--- src/rtl/strobe_capture_sync_if.sv ---
// Bundles the strobe, data and consumer-handshake signals of strobe_capture_sync.
// master: sender/consumer side (drives strobes, data, rd, overrun_clr).
// slave : the capture block itself (drives captured data and status).
interface strobe_capture_sync_if #(
    parameter int N  = 8,
    parameter int CH = 2
);
    logic [CH-1:0]   stb_in;
    logic [CH*N-1:0] data_in;
    logic [CH-1:0]   rd;
    logic [CH-1:0]   overrun_clr;
    logic [CH*N-1:0] data_out;
    logic [CH-1:0]   valid;
    logic [CH-1:0]   pending;
    logic [CH-1:0]   overrun;
    logic [CH-1:0]   ack;

    modport master (
        output stb_in, data_in, rd, overrun_clr,
        input  data_out, valid, pending, overrun, ack
    );

    modport slave (
        input  stb_in, data_in, rd, overrun_clr,
        output data_out, valid, pending, overrun, ack
    );
endinterface

--- src/rtl/strobe_capture_sync.sv ---
// Purpose: per-channel strobe resynchronizer that captures a quasi-static data bus on a strobe edge.
// Latency: STAGES+1 clk edges from a settled strobe transition to data_out/valid/ack update.
// Backpressure: none; consumer sees pending, unread data overwritten by a new capture raises sticky overrun.
//
// Ports:
//   clk, rst   - single clock, synchronous active-high reset (wins over ena)
//   ena        - global enable; when low every flop holds, synchronizer chain included
//   bus.stb_in - asynchronous strobes, one per channel
//   bus.data_in/data_out - CH channels of N bits, channel c at [c*N +: N]
//   bus.rd / bus.overrun_clr - consumer clears for pending / overrun
//   bus.valid  - one-cycle capture pulse; bus.ack toggles once per capture
module strobe_capture_sync #(
    parameter int N      = 8,
    parameter int CH     = 2,
    parameter int STAGES = 2,
    parameter int TOGGLE = 0
) (
    input  logic                 clk,
    input  logic                 rst,
    input  logic                 ena,
    strobe_capture_sync_if.slave bus
);

    generate
        if (STAGES < 2) begin : g_bad_stages
            $error("strobe_capture_sync: STAGES must be at least 2");
        end
    endgenerate

    // sync_q[c][0] is the first flop after the async input, [STAGES-1] the settled one.
    logic [STAGES-1:0] sync_q [CH];
    logic [CH-1:0]     prev_q;
    logic [CH-1:0]     det;

    logic [CH*N-1:0]   data_q;
    logic [CH-1:0]     valid_q;
    logic [CH-1:0]     pending_q;
    logic [CH-1:0]     overrun_q;
    logic [CH-1:0]     ack_q;

    // Edge detect between the settled sample and the one before it.
    // Pulse mode reacts to rising edges only; toggle mode to either edge.
    always_comb begin
        det = '0;
        for (int c = 0; c < CH; c++) begin
            if (TOGGLE != 0) begin
                det[c] = sync_q[c][STAGES-1] ^ prev_q[c];
            end else begin
                det[c] = sync_q[c][STAGES-1] & ~prev_q[c];
            end
        end
    end

    always_ff @(posedge clk) begin
        if (rst) begin
            for (int c = 0; c < CH; c++) begin
                sync_q[c] <= '0;
            end
            prev_q    <= '0;
            data_q    <= '0;
            valid_q   <= '0;
            pending_q <= '0;
            overrun_q <= '0;
            ack_q     <= '0;
        end else if (ena) begin
            for (int c = 0; c < CH; c++) begin
                sync_q[c] <= {sync_q[c][STAGES-2:0], bus.stb_in[c]};
                prev_q[c] <= sync_q[c][STAGES-1];

                valid_q[c] <= det[c];
                if (det[c]) begin
                    data_q[c*N +: N] <= bus.data_in[c*N +: N];
                    ack_q[c]         <= ~ack_q[c];
                end

                // A capture always leaves data pending, even if rd arrives on the same edge:
                // the consumer read the old word, the new one is still unread.
                if (det[c]) begin
                    pending_q[c] <= 1'b1;
                end else if (bus.rd[c]) begin
                    pending_q[c] <= 1'b0;
                end

                // Overrun only when unread data is overwritten; a same-cycle read counts as consumed.
                // Setting has priority over the clear request.
                if (det[c] && pending_q[c] && !bus.rd[c]) begin
                    overrun_q[c] <= 1'b1;
                end else if (bus.overrun_clr[c]) begin
                    overrun_q[c] <= 1'b0;
                end
            end
        end
    end

    assign bus.data_out = data_q;
    assign bus.valid    = valid_q;
    assign bus.pending  = pending_q;
    assign bus.overrun  = overrun_q;
    assign bus.ack      = ack_q;

endmodule
--- src/flat_wrapper.sv ---
// flat-port wrapper written by rule: the top's interface ports become plain ports
module strobe_capture_sync_flat 
#(
    parameter int N      = 8,
    parameter int CH     = 2,
    parameter int STAGES = 2,
    parameter int TOGGLE = 0
)
  (clk, rst, ena, bus_stb_in, bus_data_in, bus_rd, bus_overrun_clr, bus_data_out, bus_valid, bus_pending, bus_overrun, bus_ack);
  strobe_capture_sync_if #(.N(N), .CH(CH)) bus_i ();
  input  logic clk;
  input  logic rst;
  input  logic ena;
  input wire logic [$bits(bus_i.stb_in)-1:0] bus_stb_in;
  input wire logic [$bits(bus_i.data_in)-1:0] bus_data_in;
  input wire logic [$bits(bus_i.rd)-1:0] bus_rd;
  input wire logic [$bits(bus_i.overrun_clr)-1:0] bus_overrun_clr;
  output wire logic [$bits(bus_i.data_out)-1:0] bus_data_out;
  output wire logic [$bits(bus_i.valid)-1:0] bus_valid;
  output wire logic [$bits(bus_i.pending)-1:0] bus_pending;
  output wire logic [$bits(bus_i.overrun)-1:0] bus_overrun;
  output wire logic [$bits(bus_i.ack)-1:0] bus_ack;
  assign bus_i.stb_in = bus_stb_in;
  assign bus_i.data_in = bus_data_in;
  assign bus_i.rd = bus_rd;
  assign bus_i.overrun_clr = bus_overrun_clr;
  assign bus_data_out = bus_i.data_out;
  assign bus_valid = bus_i.valid;
  assign bus_pending = bus_i.pending;
  assign bus_overrun = bus_i.overrun;
  assign bus_ack = bus_i.ack;
  strobe_capture_sync #(.N(N), .CH(CH), .STAGES(STAGES), .TOGGLE(TOGGLE)) u_core (.clk(clk), .rst(rst), .ena(ena), .bus(bus_i));
endmodule
--- config.mk ---
export PLATFORM = sky130hd
export DESIGN_NAME = strobe_capture_sync_flat
export DESIGN_NICKNAME = d
export VERILOG_FILES = /design/src/rtl/strobe_capture_sync_if.sv /design/src/rtl/strobe_capture_sync.sv /design/src/flat_wrapper.sv
export SDC_FILE = /design/constraint.sdc
export NUM_CORES = 1
export LEC_CHECK = 0
export BUFFER_PORTS_ARGS = -buffer_cell sky130_fd_sc_hd__buf_2
export CELL_PAD_IN_SITES_DETAIL_PLACEMENT = 1
export CELL_PAD_IN_SITES_GLOBAL_PLACEMENT = 1
export CORE_ASPECT_RATIO = 0.7
export CORE_MARGIN = 8
export CORE_UTILIZATION = 36
export CTS_CLUSTER_DIAMETER = 40
export DETAILED_ROUTE_END_ITERATION = 10
export GPL_ROUTABILITY_DRIVEN = 0
export PLACE_DENSITY_LB_ADDON = 0.1
export SYNTH_ARGS = -nofsm -noshare
export SYNTH_HDL_FRONTEND = slang
export SYNTH_SLANG_ARGS = --single-unit
--- constraint.sdc ---
create_clock -name clk -period 1.7 [get_ports clk]
set_clock_uncertainty 0.2 [all_clocks]
set_input_delay 0 -clock clk [delete_from_list [all_inputs] [get_ports clk]]
set_output_delay 0 -clock clk [all_outputs]
set_load 0.02 [all_outputs]
# ---- Word-level counts from Yosys, hierarchy flattened
# Memory sizes are Yosys's and may differ from the RTL's.
# Index checks and enable logic that the tools add are counted.
dict set report totals {
  n_memories 1
  inputBits 25
  regBits 26
  ramBits 4
  elab_cells 50
}
# memory depth word_bits read_ports rd_ports_with_merged_regs write_ports line_no
set mem_list {}
lappend mem_list {u_core.sync_q 2 2 2 0 2 strobe_capture_sync.sv:31} ;# logic [STAGES-1:0] sync_q [CH];
dict set report op_classes {
  mux 15
  reduce_logical 16
  bitwise 8
}
# cell count
set ops {}
lappend ops {{two-way mux 1 bit} 13}
lappend ops {{AND reduction 2 bit} 6}
lappend ops {{nonzero test 2 bit} 4}
lappend ops {{logical AND 1 bit} 4}
lappend ops {{two-way mux 2 bit} 2}
lappend ops {{inverter 1 bit} 4}
lappend ops {{bitwise AND 1 bit} 2}
lappend ops {{zero test 1 bit} 2}
lappend ops {{bitwise OR 1 bit} 2}

# ---- Longest topological paths before layout
# Gate-level depths: netlist of run 1.
dict set report depth {
  depth_word 6
  depth_mapped 4
  mapped_depth_nobuf 2
}

# ---- Worst setup path after synthesis of run 1
# Ideal clock, no wire load.
dict set report synth_path {
  path_kind {register to register}
  startpoint {memory u_core.sync_q[0][1]}
  endpoint {register u_core.ack_q[0], in the netlist u_core.bus.ack[0]}
  path_stages_with_launch 4
  required_time_ps 1379
  synth_period_minus_slack_ps 1298
  arrival_ps 976
  setup_ps 121
  path_slack_ps 402
  path_buffers 1
  path_cell_list {edfxtp_1 and3b_1 buf_6 mux2_4}
}
# element line_no
set synth_rtl {}
lappend synth_rtl {{from (decl)} strobe_capture_sync.sv:31}
lappend synth_rtl {{to (signal, indexed assignment)} strobe_capture_sync.sv:73} ;# ack_q[c] <= ~ack_q[c];
lappend synth_rtl {{to (decl)} strobe_capture_sync.sv:39} ;# logic [CH-1:0] ack_q;

# ---- Worst setup path in the final report of run 1
dict set report layout_path {
  startpoint {input ena}
  endpoint {register u_core.overrun_q[0], in the netlist u_core.bus.overrun[0]}
}
dict set report layout_between {
  elab_chain_cells 1
}
# element line_no
set layout_rtl {}
lappend layout_rtl {{from (decl)} flat_wrapper.sv:13} ;# input logic ena;
lappend layout_rtl {{AND reduction 2 bit (no source line)} --}
lappend layout_rtl {{to (signal assigned)} strobe_capture_sync.sv:63} ;# overrun_q <= '0;
lappend layout_rtl {{to (signal, indexed assignment)} strobe_capture_sync.sv:87} ;# overrun_q[c] <= 1'b1;
lappend layout_rtl {{to (signal, indexed assignment)} strobe_capture_sync.sv:89} ;# overrun_q[c] <= 1'b0;
lappend layout_rtl {{to (decl)} strobe_capture_sync.sv:38} ;# logic [CH-1:0] overrun_q;
# Every way passes these cells.
# A chain may end at the register's enable or synchronous reset.

==> metrics.yaml, run 1 <==
placement:
  placed_area_um2: 1580
  hpwlAfterDp_um: 2400
  port-buffer-count: 48
  dp_slack_ps: 288
  dp_cells: 215
synthesis:
  yosysSeqAreaShare: 0.492
  avgSynthCellArea_um2: 10.8
  syn_nets: 146
  syn_inst: 121
  synth_area_um2: 1300
  yosysUniqueCellTypes: 21
  synth_seq_cells: 30
  yosys_warnings: 0
power:
  seqPwrFrac: 0.495
  switching_share: 0.246
  p_comb_frac: 0.148
  pwr-share-clk: 0.357
  peakVddDrop_mv: 0.566
  p_sw_uw: 381
  powerDensity_nw_per_um2: 804
  internal-power_mw: 1.17
  leakage_nw: 0.855
final_layout:
  insertedDiodeCount: 0
  layout_common_cells: "buf_2 (47), nand2b_1 (34), dlygate4sd3_1 (26), dfxtp_1 (26), mux2i_1 (18)"
  stdcell_count: 249
  layout_commonest_cell: "buf_2"
  n_fill_cell: 409
  synthToLayoutAreaGrowth_pct: 47.8
  nNetsFinal: 223
  multiInputGateArea_um2: 603
  finish.instance_area_um2: 1920
  drive_gt1_frac: 0.307
  final-seq-area_um2: 641
clocking:
  root_buffer: "clkbuf_8"
  clockBufferDepth: 2
  path_clk_slew_ps: 60
  htreeDepth: 2
  clock_latency_ps: 280
  numClockSinks: 30
  cts_made_buffers: 5
  postCtsSetupBuffers: 0
  cts_tree: "yes"
setup_path:
  cp_num_buf_inv: 3
  crit_fanout: 14
  crit_path_end_kind: "flop"
  cp_cell_sequence: "dlygate4sd3_1 > buf_4 > nand2_1 > dlygate4sd3_1 > a32o_1"
  crit_path_start_kind: "input pin"
  required_ps: 1670
  cpMostUsedCell: "dlygate4sd3_1"
  crit_family: "buffers and inverters"
  crit_arrival_ps: 1650
  slowest_stage: "dlygate4sd3_1"
  crit_type: "input pin to flop"
  cp_slowest_stage_delay_ps: 570
drt:
  wl_um: 3510
  drc: 0
  num_vias: 1102
  drtAntennaViolNets: 0
  drtIter0Drc: 52
  viasPerCell: 4.43
  dr.pass1.iters: 4
  avgRoutedWirePerCell_um: 14.1
timing:
  setup_viol: 0
  layout_setup_ws_ps: 20.0
  slew_violations: 0
  fin_crit_ps: 1680
  fmaxAchievable_ghz: 0.595
  worst_pin_slew_ps: 514
  slew_headroom: 0.657
  min_period_over_period: 0.988
  rsz0062_at_grt: "no"
  fin_tns_setup_ps: 0
  report.final.hold_viol_count: 0
  whs_ps: 107
grt:
  grt_pass1_wl_um: 5510
  grt_use_total: 0.125
  antenna_found_initial: 0
  overflow: 0
  grt_max_degree: 39
  grt_pass1_vias: 1160
die:
  die-area_um2: 5830
  rows: 18
  die_h_um: 66.3
  ios: 49
  initial_core_util: 0.373
  coreArea_um2: 3490
  die_w_um: 87.9
run_status:
  status: "completed"
flow_run:
  cap_violations: 0
min_path:
  min_path_type: "input pin to flop"
==> registers in the layout (all words and copies together) (netlist names) <==
| register | count |
|---|---|
| u_core.sync_q | 4 |
| u_core.bus.valid | 2 |
| u_core.bus.overrun | 2 |
| u_core.prev_q | 2 |
| u_core.bus.ack | 2 |
| u_core.bus.pending | 2 |
| u_core.bus.data_out | 16 |
==> synth_stat cells, drive strengths merged <==
| master | count | area share |
|---|---|---|
| a21bo | 2 | 0.015 |
| nand2b | 34 | 0.16 |
| edfxtp | 4 | 0.092 |
| clkbuf | 3 | 0.0087 |
| nand2 | 2 | 0.0058 |
| buf | 5 | 0.033 |
| mux2 | 2 | 0.023 |
| mux2i | 18 | 0.14 |
| and3b | 2 | 0.013 |
| nor2b | 3 | 0.014 |
| a32o | 2 | 0.015 |
| a21oi | 4 | 0.015 |
| inv | 1 | 0.0029 |
| nor3b | 2 | 0.012 |
| dfxtp | 26 | 0.40 |
| and2 | 4 | 0.019 |
| nand3b | 2 | 0.012 |
| or2 | 1 | 0.0048 |
| nor2 | 4 | 0.012 |
==> worst reg2reg max path, delay by kind of cell (launching register included) <==
family | cells | cell delay, ps
buf+inv | 1 | 550
flops | 1 | 330
compound gates | 2 | 350
==> final timing paths <==
| check | to | slack [ps] | cells after the start | start |
|---|---|---|---|---|
| setup reg to reg | u_core.bus.pending[1] | 220 | 3 | u_core.bus.pending[1] |
| hold / removal | u_core.bus.ack[0] | 110 | 3 | rst |
| setup / recovery | u_core.bus.overrun[0] | 20 | 5 | ena |
| hold reg to reg | u_core.bus.data_out[14] | 270 | 2 | u_core.bus.data_out[14] |
==> area by class of cell <==
| cell class | instances | share of cell area |
|---|---|---|
| clock buffer | 8 | 0.0416 |
| sequential | 30 | 0.333 |
| timing repair buffer | 78 | 0.277 |
| inverter | 1 | 0.00195 |
| tap | 50 | 0.0325 |
| multi-input combinational | 82 | 0.314 |
==> layer usage <==
layer / vias up / track usage / part of all wire
li1: 557 / - / -
met1: 508 / 0.136 / 0.44
met2: 32 / 0.205 / 0.47
met3: 5 / 0.0509 / 0.073
met4: 0 / 0.0640 / 0.016
met5: - / 0 / 0
==> power by group through the flow <==
stage	clock network (mW)	logic (mW)	registers, mW
after floorplan	0	0.0915	0.805
after global placement	0	0.178	0.779
after detailed placement	0	0.184	0.781
after CTS	0.578	0.230	0.766
after global routing	0.606	0.248	0.769
final	0.552	0.229	0.765
==> timing repair <==
action / CTS / global route
hold buffers: 26 / 0
resized for setup: 0 / 2
hold endpoints to repair: 26 / 0
setup endpoints to repair: 0 / 2
==> logic make-up (layout without fill, tap and decap cells) <==
kind of cell / Yosys count / after routing / share of synthesized area
and+or+nand+nor: 54 / 54 / 0.256
DFF: 30 / 30 / 0.492
muxes: 20 / 20 / 0.162
buffers and inverters: 9 / 87 / 0.0442
AOI/OAI and AO/OA: 8 / 8 / 0.0462
==> metrics by stage <==
step | power, mW | utilization
after floorplan | 0.896 | -
after global placement | 0.957 | 0.453
after detailed placement | 0.965 | 0.453
after CTS | 1.57 | 0.550
after global routing | 1.62 | 0.551
final | 1.55 | 0.551
Note: power is estimated with default switching activity, not from simulation.
==> run 2, diff against run 1 <==
- PLACE_DENSITY_LB_ADDON: 0.1 -> 0.08
==> run 2 against run 1 <==
Design area grew 0.98%; clock-buffer cell count down 1; non-clock buffer count grew 1; wire length rose by 2.9%; core utilization up 0.54 points; first-iteration DRC count shrank 37%; clock power is 3% higher; sequential share of layout area decreased by 0.32 points; highest routed layer unchanged.
==> metrics.yaml, run 2 (synthesis results as in run 1) <==
run_status:
  status: "completed"
power:
  internal-power_mw: 1.20  # +2.7%
  switching_share: 0.237  # -0.00911
  leakage_nw: 0.871  # +1.9%
  pwr-share-clk: 0.364  # +0.007
  seqPwrFrac: 0.488  # -0.007
  peakVddDrop_mv: 0.434  # -23%
  powerDensity_nw_per_um2: 808  # +0.49%
  p_sw_uw: 372  # -2.3%
  p_comb_frac: 0.148  # about the same
final_layout:
  finish.instance_area_um2: 1940  # +0.98%
  layout_commonest_cell: "buf_2"
  insertedDiodeCount: 0  # unchanged
  nNetsFinal: 224  # +0.45%
  drive_gt1_frac: 0.307  # unchanged
  multiInputGateArea_um2: 603  # unchanged
  synthToLayoutAreaGrowth_pct: 49.2
  layout_common_cells: "buf_2 (48), nand2b_1 (34), dlygate4sd3_1 (27)"
  n_fill_cell: 405  # -0.98%
  largest_register_ff_count: 16  # unchanged
  final-seq-area_um2: 641  # unchanged
clocking:
  postCtsSetupBuffers: 0  # unchanged
  cts_tree: "yes"
  path_clk_slew_ps: 60  # about the same
  cts_made_buffers: 5  # unchanged
  htreeDepth: 2  # unchanged
  clockBufferDepth: 2  # unchanged
  clock_latency_ps: 280  # about the same
  root_buffer: "clkbuf_8"
  numClockSinks: 30  # unchanged
die:
  die-area_um2: 5830  # unchanged
  ios: 49  # unchanged
  die_w_um: 87.9  # unchanged
  initial_core_util: 0.373  # unchanged
  rows: 18  # unchanged
  die_h_um: 66.3  # unchanged
  coreArea_um2: 3490  # unchanged
grt:
  grt_max_degree: 27  # -31%
  antenna_found_initial: 0  # unchanged
  grt_pass1_vias: 1254  # +8.1%
  grt_pass1_wl_um: 5750  # +4.5%
  grt_use_total: 0.131  # +0.00603
  overflow: 0  # unchanged
setup_path:
  crit_path_start_kind: "input pin"
  crit_arrival_ps: 1550  # -100 ps
  crit_type: "input pin to flop"
  crit_path_end_kind: "flop"
  required_ps: 1720  # +50 ps
  crit_fanout: 2  # -12
  cp_slowest_stage_delay_ps: 550  # -20 ps
  cp_cell_sequence: "dlygate4sd3_1 > buf_2 > a21bo_2 > a21oi_1 > dlygate4sd3_1"
  cpMostUsedCell: "dlygate4sd3_1"
  slowest_stage: "dlygate4sd3_1"
timing:
  fin_tns_setup_ps: 0  # unchanged
  setup_viol: 0  # unchanged
  slew_headroom: 0.744  # +0.0870
  report.final.hold_viol_count: 0  # unchanged
  slew_violations: 0  # unchanged
  min_period_over_period: 0.903  # -0.0854
  fmaxAchievable_ghz: 0.652  # +9.5%
  rsz0062_at_grt: "no"
  fin_crit_ps: 1530  # -145 ps
  worst_pin_slew_ps: 383  # -130 ps
placement:
  port-buffer-count: 48  # unchanged
  placed_area_um2: 1570  # -0.48%
  hpwlAfterDp_um: 2490  # +3.6%
drt:
  num_vias: 1107  # +0.45%
  drtIter0Drc: 33  # -37%
  viasPerCell: 4.45  # +0.45%
  dr.pass1.iters: 3  # -1
  wl_um: 3610  # +2.9%
  avgRoutedWirePerCell_um: 14.5  # +2.9%
  drc: 0  # unchanged
  drtAntennaViolNets: 0  # unchanged
min_path:
  min_path_type: "input pin to flop"
flow_run:
  cap_violations: 0  # unchanged
==> run 2: cell types whose count changed in the layout (fill, tap and decap cells not counted), sizes merged <==
cell | before | now
clkbuf | 8 | 7
dlymetal6s4s | 0 | 1
buf | 52 | 51
dlygate4sd3 | 26 | 27
==> run 2: layer usage <==
layer	share of wire	up-vias	global-route usage
met4	0.014	0	0.0640
met3	0.071	6	0.0484
met5	0	-	0
met1	0.43	514	0.142
li1	-	553	-
met2	0.48	34	0.220
==> run 2: final timing paths <==
check | start | slack, ps | cells past startpoint | endpoint
worst max-delay path | bus_rd[1] | 170 | 5 | u_core.bus.pending[1]
worst max register to register | u_core.sync_q[0][1] | 180 | 3 | u_core.bus.pending[0]
worst min-delay path | rst | 50 | 3 | u_core.bus.ack[0]
worst min register to register | u_core.bus.data_out[14] | 270 | 2 | u_core.bus.data_out[14]
==> run 2: area by class of cell <==
cell class | count | share of cell area
Clock buffer | 7 | 0.0445
Inverter | 1 | 0.00193
Multi-Input combinational cell | 82 | 0.311
Sequential cell | 30 | 0.330
Tap cell | 50 | 0.0322
Timing Repair Buffer | 79 | 0.281
==> run 2: metrics by stage <==
step | setup WS, ps | utilization | power (mW) | hold slack (ps) | cells
finish | 165 | 0.556 | 1.57 | 54.8 | 249
global placement | 314 | 0.451 | 0.956 | 63.6 | 214
global route | 60.5 | 0.556 | 1.65 | 91.6 | 249
floorplan | 402 | - | 0.896 | -45.2 | 121
CTS | 44.3 | 0.553 | 1.59 | 63.3 | 248
detailed placement | 258 | 0.451 | 0.966 | 75.4 | 214
==> run 2: power groups by stage <==
stage	clock network [mW]	logic [mW]	registers, mW
2_1_floorplan	0	0.0915	0.805
3_3_place_gp	0	0.177	0.779
3_5_place_dp	0	0.184	0.781
4_1_cts	0.589	0.234	0.766
5_1_grt	0.623	0.253	0.769
6_report	0.571	0.232	0.766
==> run 2: worst max-delay path, delay by kind of cell <==
kind,cells,cell delay (ps)
buffers and inverters,3,1220
AO/OA/AOI/OAI,2,330
==> run 2: repair_timing <==
item	CTS	global route
resized for setup	0	1
hold endpoints to repair	25	2
hold buffers	27	2
setup endpoints to repair	0	2
